==> src/rtl/pipe_ctrl.sv <==
`default_nettype none
// ============================================================================
// Module   : pipe_ctrl
// Brief    : Y86-64 pipeline hazard control, condition codes, halt FSM and
//            saturating stall / mispredict counters.
// Revision : 1.0 - initial release
// ============================================================================
module pipe_ctrl #(
    parameter int CNT_W = 16
) (
    input  logic             clk,
    input  logic             rst_n,
    input  logic [3:0]       D_icode,
    input  logic [3:0]       d_srcA,
    input  logic [3:0]       d_srcB,
    input  logic [3:0]       E_icode,
    input  logic [3:0]       E_dstM,
    input  logic             e_cnd,
    input  logic [3:0]       M_icode,
    input  logic [2:0]       m_stat,
    input  logic [2:0]       W_stat,
    input  logic [2:0]       cf,
    output logic [2:0]       cc,
    output logic             F_stall,
    output logic             D_stall,
    output logic             D_bubble,
    output logic             E_bubble,
    output logic             M_bubble,
    output logic             W_stall,
    output logic             halted,
    output logic [CNT_W-1:0] stall_cnt,
    output logic [CNT_W-1:0] mispred_cnt
);

    localparam logic [1:0] c_st_run   = 2'd0;
    localparam logic [1:0] c_st_drain = 2'd1;
    localparam logic [1:0] c_st_halt  = 2'd2;

    localparam logic [3:0] c_reg_none = 4'hF;
    localparam logic [3:0] c_i_mrmovq = 4'h5;
    localparam logic [3:0] c_i_opq    = 4'h6;
    localparam logic [3:0] c_i_jxx    = 4'h7;
    localparam logic [3:0] c_i_ret    = 4'h9;
    localparam logic [3:0] c_i_popq   = 4'hB;

    localparam logic [2:0] c_stat_hlt = 3'd2;
    localparam logic [2:0] c_stat_adr = 3'd3;
    localparam logic [2:0] c_stat_ins = 3'd4;
    localparam logic [2:0] c_cc_reset = 3'b100;

    localparam logic [CNT_W-1:0] c_cnt_max = {CNT_W{1'b1}};
    localparam logic [CNT_W-1:0] c_cnt_one = {{(CNT_W-1){1'b0}}, 1'b1};

    logic [1:0]       r_state;
    logic [1:0]       w_state_nxt;
    logic [2:0]       r_cc;
    logic [CNT_W-1:0] r_stall_cnt;
    logic [CNT_W-1:0] r_mispred_cnt;

    logic w_exc_m;
    logic w_exc_w;
    logic w_load_use;
    logic w_ret_in_pipe;
    logic w_mispred;
    logic w_active;
    logic w_cc_load;

    function automatic logic f_exc(input logic [2:0] s);
        return (s == c_stat_hlt) || (s == c_stat_adr) || (s == c_stat_ins);
    endfunction

    assign w_exc_m       = f_exc(m_stat);
    assign w_exc_w       = f_exc(W_stat);
    assign w_load_use    = ((E_icode == c_i_mrmovq) || (E_icode == c_i_popq)) &&
                           (E_dstM != c_reg_none) &&
                           ((E_dstM == d_srcA) || (E_dstM == d_srcB));
    assign w_ret_in_pipe = (D_icode == c_i_ret) || (E_icode == c_i_ret) ||
                           (M_icode == c_i_ret);
    assign w_mispred     = (E_icode == c_i_jxx) && !e_cnd;
    assign w_active      = (r_state != c_st_halt);
    assign w_cc_load     = w_active && (E_icode == c_i_opq) && !w_exc_m && !w_exc_w;

    // Pipeline register controls; DRAIN shares the RUN equations.
    always_comb begin
        F_stall     = w_load_use || w_ret_in_pipe;
        D_stall     = w_load_use;
        D_bubble    = w_mispred || (!w_load_use && w_ret_in_pipe);
        E_bubble    = w_mispred || w_load_use;
        M_bubble    = w_exc_m || w_exc_w;
        W_stall     = w_exc_w;
        w_state_nxt = r_state;
        case (r_state)
            c_st_run: begin
                if (w_exc_w) begin
                    w_state_nxt = c_st_halt;
                end else if (w_exc_m) begin
                    w_state_nxt = c_st_drain;
                end
            end
            c_st_drain: begin
                if (w_exc_w) begin
                    w_state_nxt = c_st_halt;
                end
            end
            c_st_halt: begin
                F_stall  = 1'b1;
                D_stall  = 1'b1;
                D_bubble = 1'b0;
                E_bubble = 1'b1;
                M_bubble = 1'b1;
                W_stall  = 1'b1;
            end
            default: begin
                w_state_nxt = c_st_run;
            end
        endcase
    end

    always_ff @(posedge clk or negedge rst_n) begin
        if (!rst_n) begin
            r_state       <= c_st_run;
            r_cc          <= c_cc_reset;
            r_stall_cnt   <= '0;
            r_mispred_cnt <= '0;
        end else begin
            r_state <= w_state_nxt;
            if (w_cc_load) begin
                r_cc <= cf;
            end
            if (w_active && F_stall && (r_stall_cnt != c_cnt_max)) begin
                r_stall_cnt <= r_stall_cnt + c_cnt_one;
            end
            if (w_active && w_mispred && (r_mispred_cnt != c_cnt_max)) begin
                r_mispred_cnt <= r_mispred_cnt + c_cnt_one;
            end
        end
    end

    assign cc          = r_cc;
    assign halted      = (r_state == c_st_halt);
    assign stall_cnt   = r_stall_cnt;
    assign mispred_cnt = r_mispred_cnt;

endmodule
`default_nettype wire

==> config.mk <==
export PLATFORM = sky130hd
export DESIGN_NAME = pipe_ctrl
export DESIGN_NICKNAME = d
export VERILOG_FILES = /design/src/rtl/pipe_ctrl.sv
export SDC_FILE = /design/constraint.sdc
export NUM_CORES = 1
export LEC_CHECK = 0
export BUFFER_PORTS_ARGS = -buffer_cell sky130_fd_sc_hd__buf_4
export CORE_MARGIN = 3
export CORE_UTILIZATION = 25
export DETAILED_ROUTE_END_ITERATION = 6
export GPL_TIMING_DRIVEN = 0
export SETUP_SLACK_MARGIN = 0.4
export SLEW_MARGIN = 20
export SYNTH_ARGS = -nofsm -noshare
export SYNTH_HDL_FRONTEND = slang
export SYNTH_SLANG_ARGS = --single-unit
==> constraint.sdc <==
create_clock -name clk -period 2.1 [get_ports clk]
set_input_delay 0.315 -clock clk [delete_from_list [all_inputs] [get_ports clk]]
set_output_delay 0.315 -clock clk [all_outputs]
set_load 0.05 [all_outputs]
==> results.txt <==
----------------------------------------------------
[Clocking]
  Number of clock buffers inserted by TritonCTS ... 5
  Clock H-tree levels ... 2
  TritonCTS clock tree ... done
  Sink Count ... 37
  Clock-pin slew on the worst setup and hold paths ... 0.07 ns
  Master cell of the clock root buffer ... clkbuf_8
  Source-to-sink clock delay at the later pin of the worst-skew pair ... 0.28 ns
  Maximum count of clock buffers along a single path ... 2

[Placed design]
  Buffers on Ports ... 77
  Placed Area ... 0.002750 mm^2
  HPWL reported at the end of detailed placement ... 3499 um
  Routability-driven placement congestion ratio ... 0.7705
  Worst setup slack after placement ... -0.07980 ns

[Finish]
  Synth-to-layout area growth ... 71.51%
  Seq. cell area ... 955.9 um^2
  Layout cell share with drive strength beyond 1 ... 0.6379
  Final design instance area without fill ... 0.003307 mm^2
  Area occupied by multi-input gates ... 0.001216 mm^2
  Layout filler cell count ... 721
  Antenna Cells ... 0
  Post-layout net count ... 327

[Synth]
  Synthesis warning total ... 0
  Synth top cells by count ... 36 x dfrtp_1, 32 x xnor2_1, 18 x nand2_1, 18 x nand4_1
  Number of different library cells in the post-synthesis netlist ... 34
  Dominant cell type by area after synthesis ... dfrtp_1
  Synth Net Count ... 217
  Share of synthesized flip-flops with an asynchronous set or reset ... 1.000
  Cell area after synthesis ... 0.001928 mm^2
  Post-Synthesis Mean Instance Area ... 10.77 um^2
  Synthesized instance count ... 179
  Seq/Total Area, Yosys ... 0.4809
  Dominant synthesized flop cell ... dfrtp_1
  Number of synthesized flops with an enable pin ... 0
  Number of synthesized register bits ... 37
  Proportion of netlist area held by the largest area contributor ... 0.4672
  Count leader, synth ... dfrtp_1
  Synth area leaders ... dfrtp_1 47%, xnor2_1 15%, nand4_1 5.8%, mux2_2 5.3%, nand2_1 3.5%

[Global route]
  Gr ovfl total ... 0
  Global router's overall resource usage ... 0.1147
  Number of antenna violations at the first check in global routing ... 0
  Global-route wire length before repair ... 8128 um
  Pin count of the biggest net entering global routing ... 38
  Via count of the first global-routing pass ... 1,795

[Critical path]
  Reg2reg start ... stall_cnt[2]
  Category of the critical setup timing path ... input pin to register
  Arrival time of data at the critical path endpoint ... 2.17 ns
  Setup slack on the worst flop-to-flop path ... 0.23 ns
  Worst-path maximum fanout ... 5
  Reg2Reg Depth ... 8
  WP data required ... 2.27 ns
  Nature of the critical path startpoint ... input pin
  Type of element capturing the critical path ... register
  Worst r2r dst ... stall_cnt[0]

[Route]
  Detailed-router iteration count before antenna repair ... 4
  Wire length reported by the detailed router ... 4977 um
  Residual DRC count ... 0
  Routed via count ... 1,766
  Ratio of routed vias to standard cells ... 4.540
  DR iter-0 viols ... 33
  Number of antenna-violating nets in the routed design ... 0
  Per-cell routed wire length ... 12.79 um

[STA]
  Timing-limited maximum frequency ... 0.4992 GHz
  Period utilisation layout ... 0.9538
  Number of slew-limit violations in the final report ... 0
  Number of endpoints failing setup at the final stage ... 0
  Final critical-path setup slack ... 0.09692 ns
  Worst slew slack as a fraction of its limit ... 0.6864
  Time the worst path needs with I/O delays and setup ... 2.003 ns
  Final-report hold violation count ... 0
  Worst Clk Skew ... 0.006945 ns
  Slew of the pin with the lowest slew margin ... 0.4678 ns
  Setup repair after global routing missed its margin ... yes

[Hold path]
  Endpoint with the worst hold slack ... cc[1]
  Classification of the worst-slack hold path ... input pin to register
  Cells on Worst Hold Path ... 2
  Origin of the worst min-delay path ... cf[1]

[Die]
  CORE AREA ... 0.007370 mm^2
  Die Outline Area ... 0.008802 mm^2
  I/O pin count ... 78
  Vertical die dimension ... 93.82 um
  Die width ... 93.82 um
  Num rows ... 31
  Initial Utilization ... 0.2616

[Status]
  Status ... finished clean

[Run]
  Max-capacitance violation count ... 0

[Pwr]
  Power density over the cells ... 784.2 mW/mm^2
  Total Power ... 2.593 mW
  Static leakage power ... 1.482 nW
  Max IR drop VDD ... 0.5214 mV

----------------------------------------------------
## flip-flops by register name, indices dropped and copies added, names as in the netlist
signal       count
mispred_cnt     16
r_state          2
stall_cnt       16
cc               3
## through the flow
stage                     hold WS, ns  cells  TNS (ns)    util
final                          0.2643    389         0  0.4487
after global routing           0.2542    389         0  0.4487
after CTS                      0.2485    380         0  0.4239
after detailed placement       0.3106    355   -0.3860  0.3732
after global placement         0.3124    355   -0.3404  0.3732
after floorplan               0.01941    179         0       -
## worst max-delay path: stages
cell	delay (ns)
buf_4	0.13
xnor2_1	0.20
nand4_1	0.15
a221o_1	0.37
buf_4	0.14
buf_6	0.11
a211oi_4	0.26
buf_6	0.16
buf_16	0.12
nand3_4	0.08
xnor2_2	0.13
## layer usage
metal	part of all wire	wire, um	GRT usage	vias to the layer above
met3	0.060	301	0.03205	5
li1	-	-	-	861
met4	0.0074	37	0.03249	0
met5	0	0	0	-
met2	0.52	2576	0.2011	47
met1	0.41	2062	0.1362	853
## logic make-up (layout without fill, tap and decap cells)
family / after synthesis / after routing / share of synthesized area
adders and majority gates: 2 / 2 / 0.01298
and+or+nand+nor: 82 / 82 / 0.2421
DFF: 37 / 37 / 0.4809
muxes: 10 / 10 / 0.05776
AOI/OAI and AO/OA: 7 / 7 / 0.03504
buffers and inverters: 6 / 117 / 0.01232
xor gates and xnor gates: 35 / 35 / 0.1590
## power by group
group | internal (mW) | leakage, nW | switching (mW) | total (mW)
registers | 0.798 | 0.464 | 0.0857 | 0.883
logic | 0.502 | 0.972 | 0.697 | 1.20
clock network | 0.268 | 0.0455 | 0.243 | 0.511
## what timing repair did
item	in CTS	in global routing
setup buffers	15	9
resized for setup	31	24
hold buffers	1	0
hold endpoints to repair	24	0
cloned	1	0
endpoints found under the setup margin	35	40
pin swaps	17	22
## how the worst max path moves through the flow
stage	startpoint	to	slack [ns]	cells after the start
after floorplan	E_icode[1]	stall_cnt[1]	0.21	4
after global placement	E_icode[1]	stall_cnt[3]	-0.07	6
after detailed placement	E_icode[1]	stall_cnt[3]	-0.08	6
after CTS	E_icode[3]	D_bubble	0.11	7
after global routing	E_dstM[2]	stall_cnt[6]	0.05	11
final	E_dstM[2]	stall_cnt[6]	0.1	11
## area by class of cell
class,count,share of cell area
Clock buffer,8,0.02724
Multi-Input combinational cell,136,0.3678
Buffer,2,0.007946
Inverter,4,0.005675
Tap cell,99,0.03746
Sequential cell,37,0.2891
Timing Repair Buffer,103,0.2649
## layout by cell type, fill, tap and decap left out, types with 5 or more instances in the layout
cell / n
buf_4: 84
xnor2_1: 26
dfrtp_2: 23
nand4_1: 18
buf_6: 15
dfrtp_1: 13
nand2_1: 10
mux2_2: 7
xnor2_2: 6
nand3_1: 6
clkbuf_8: 6
nor2_1: 5
nand2_4: 5
No activity file was read; power rests on OpenSTA's default activity.
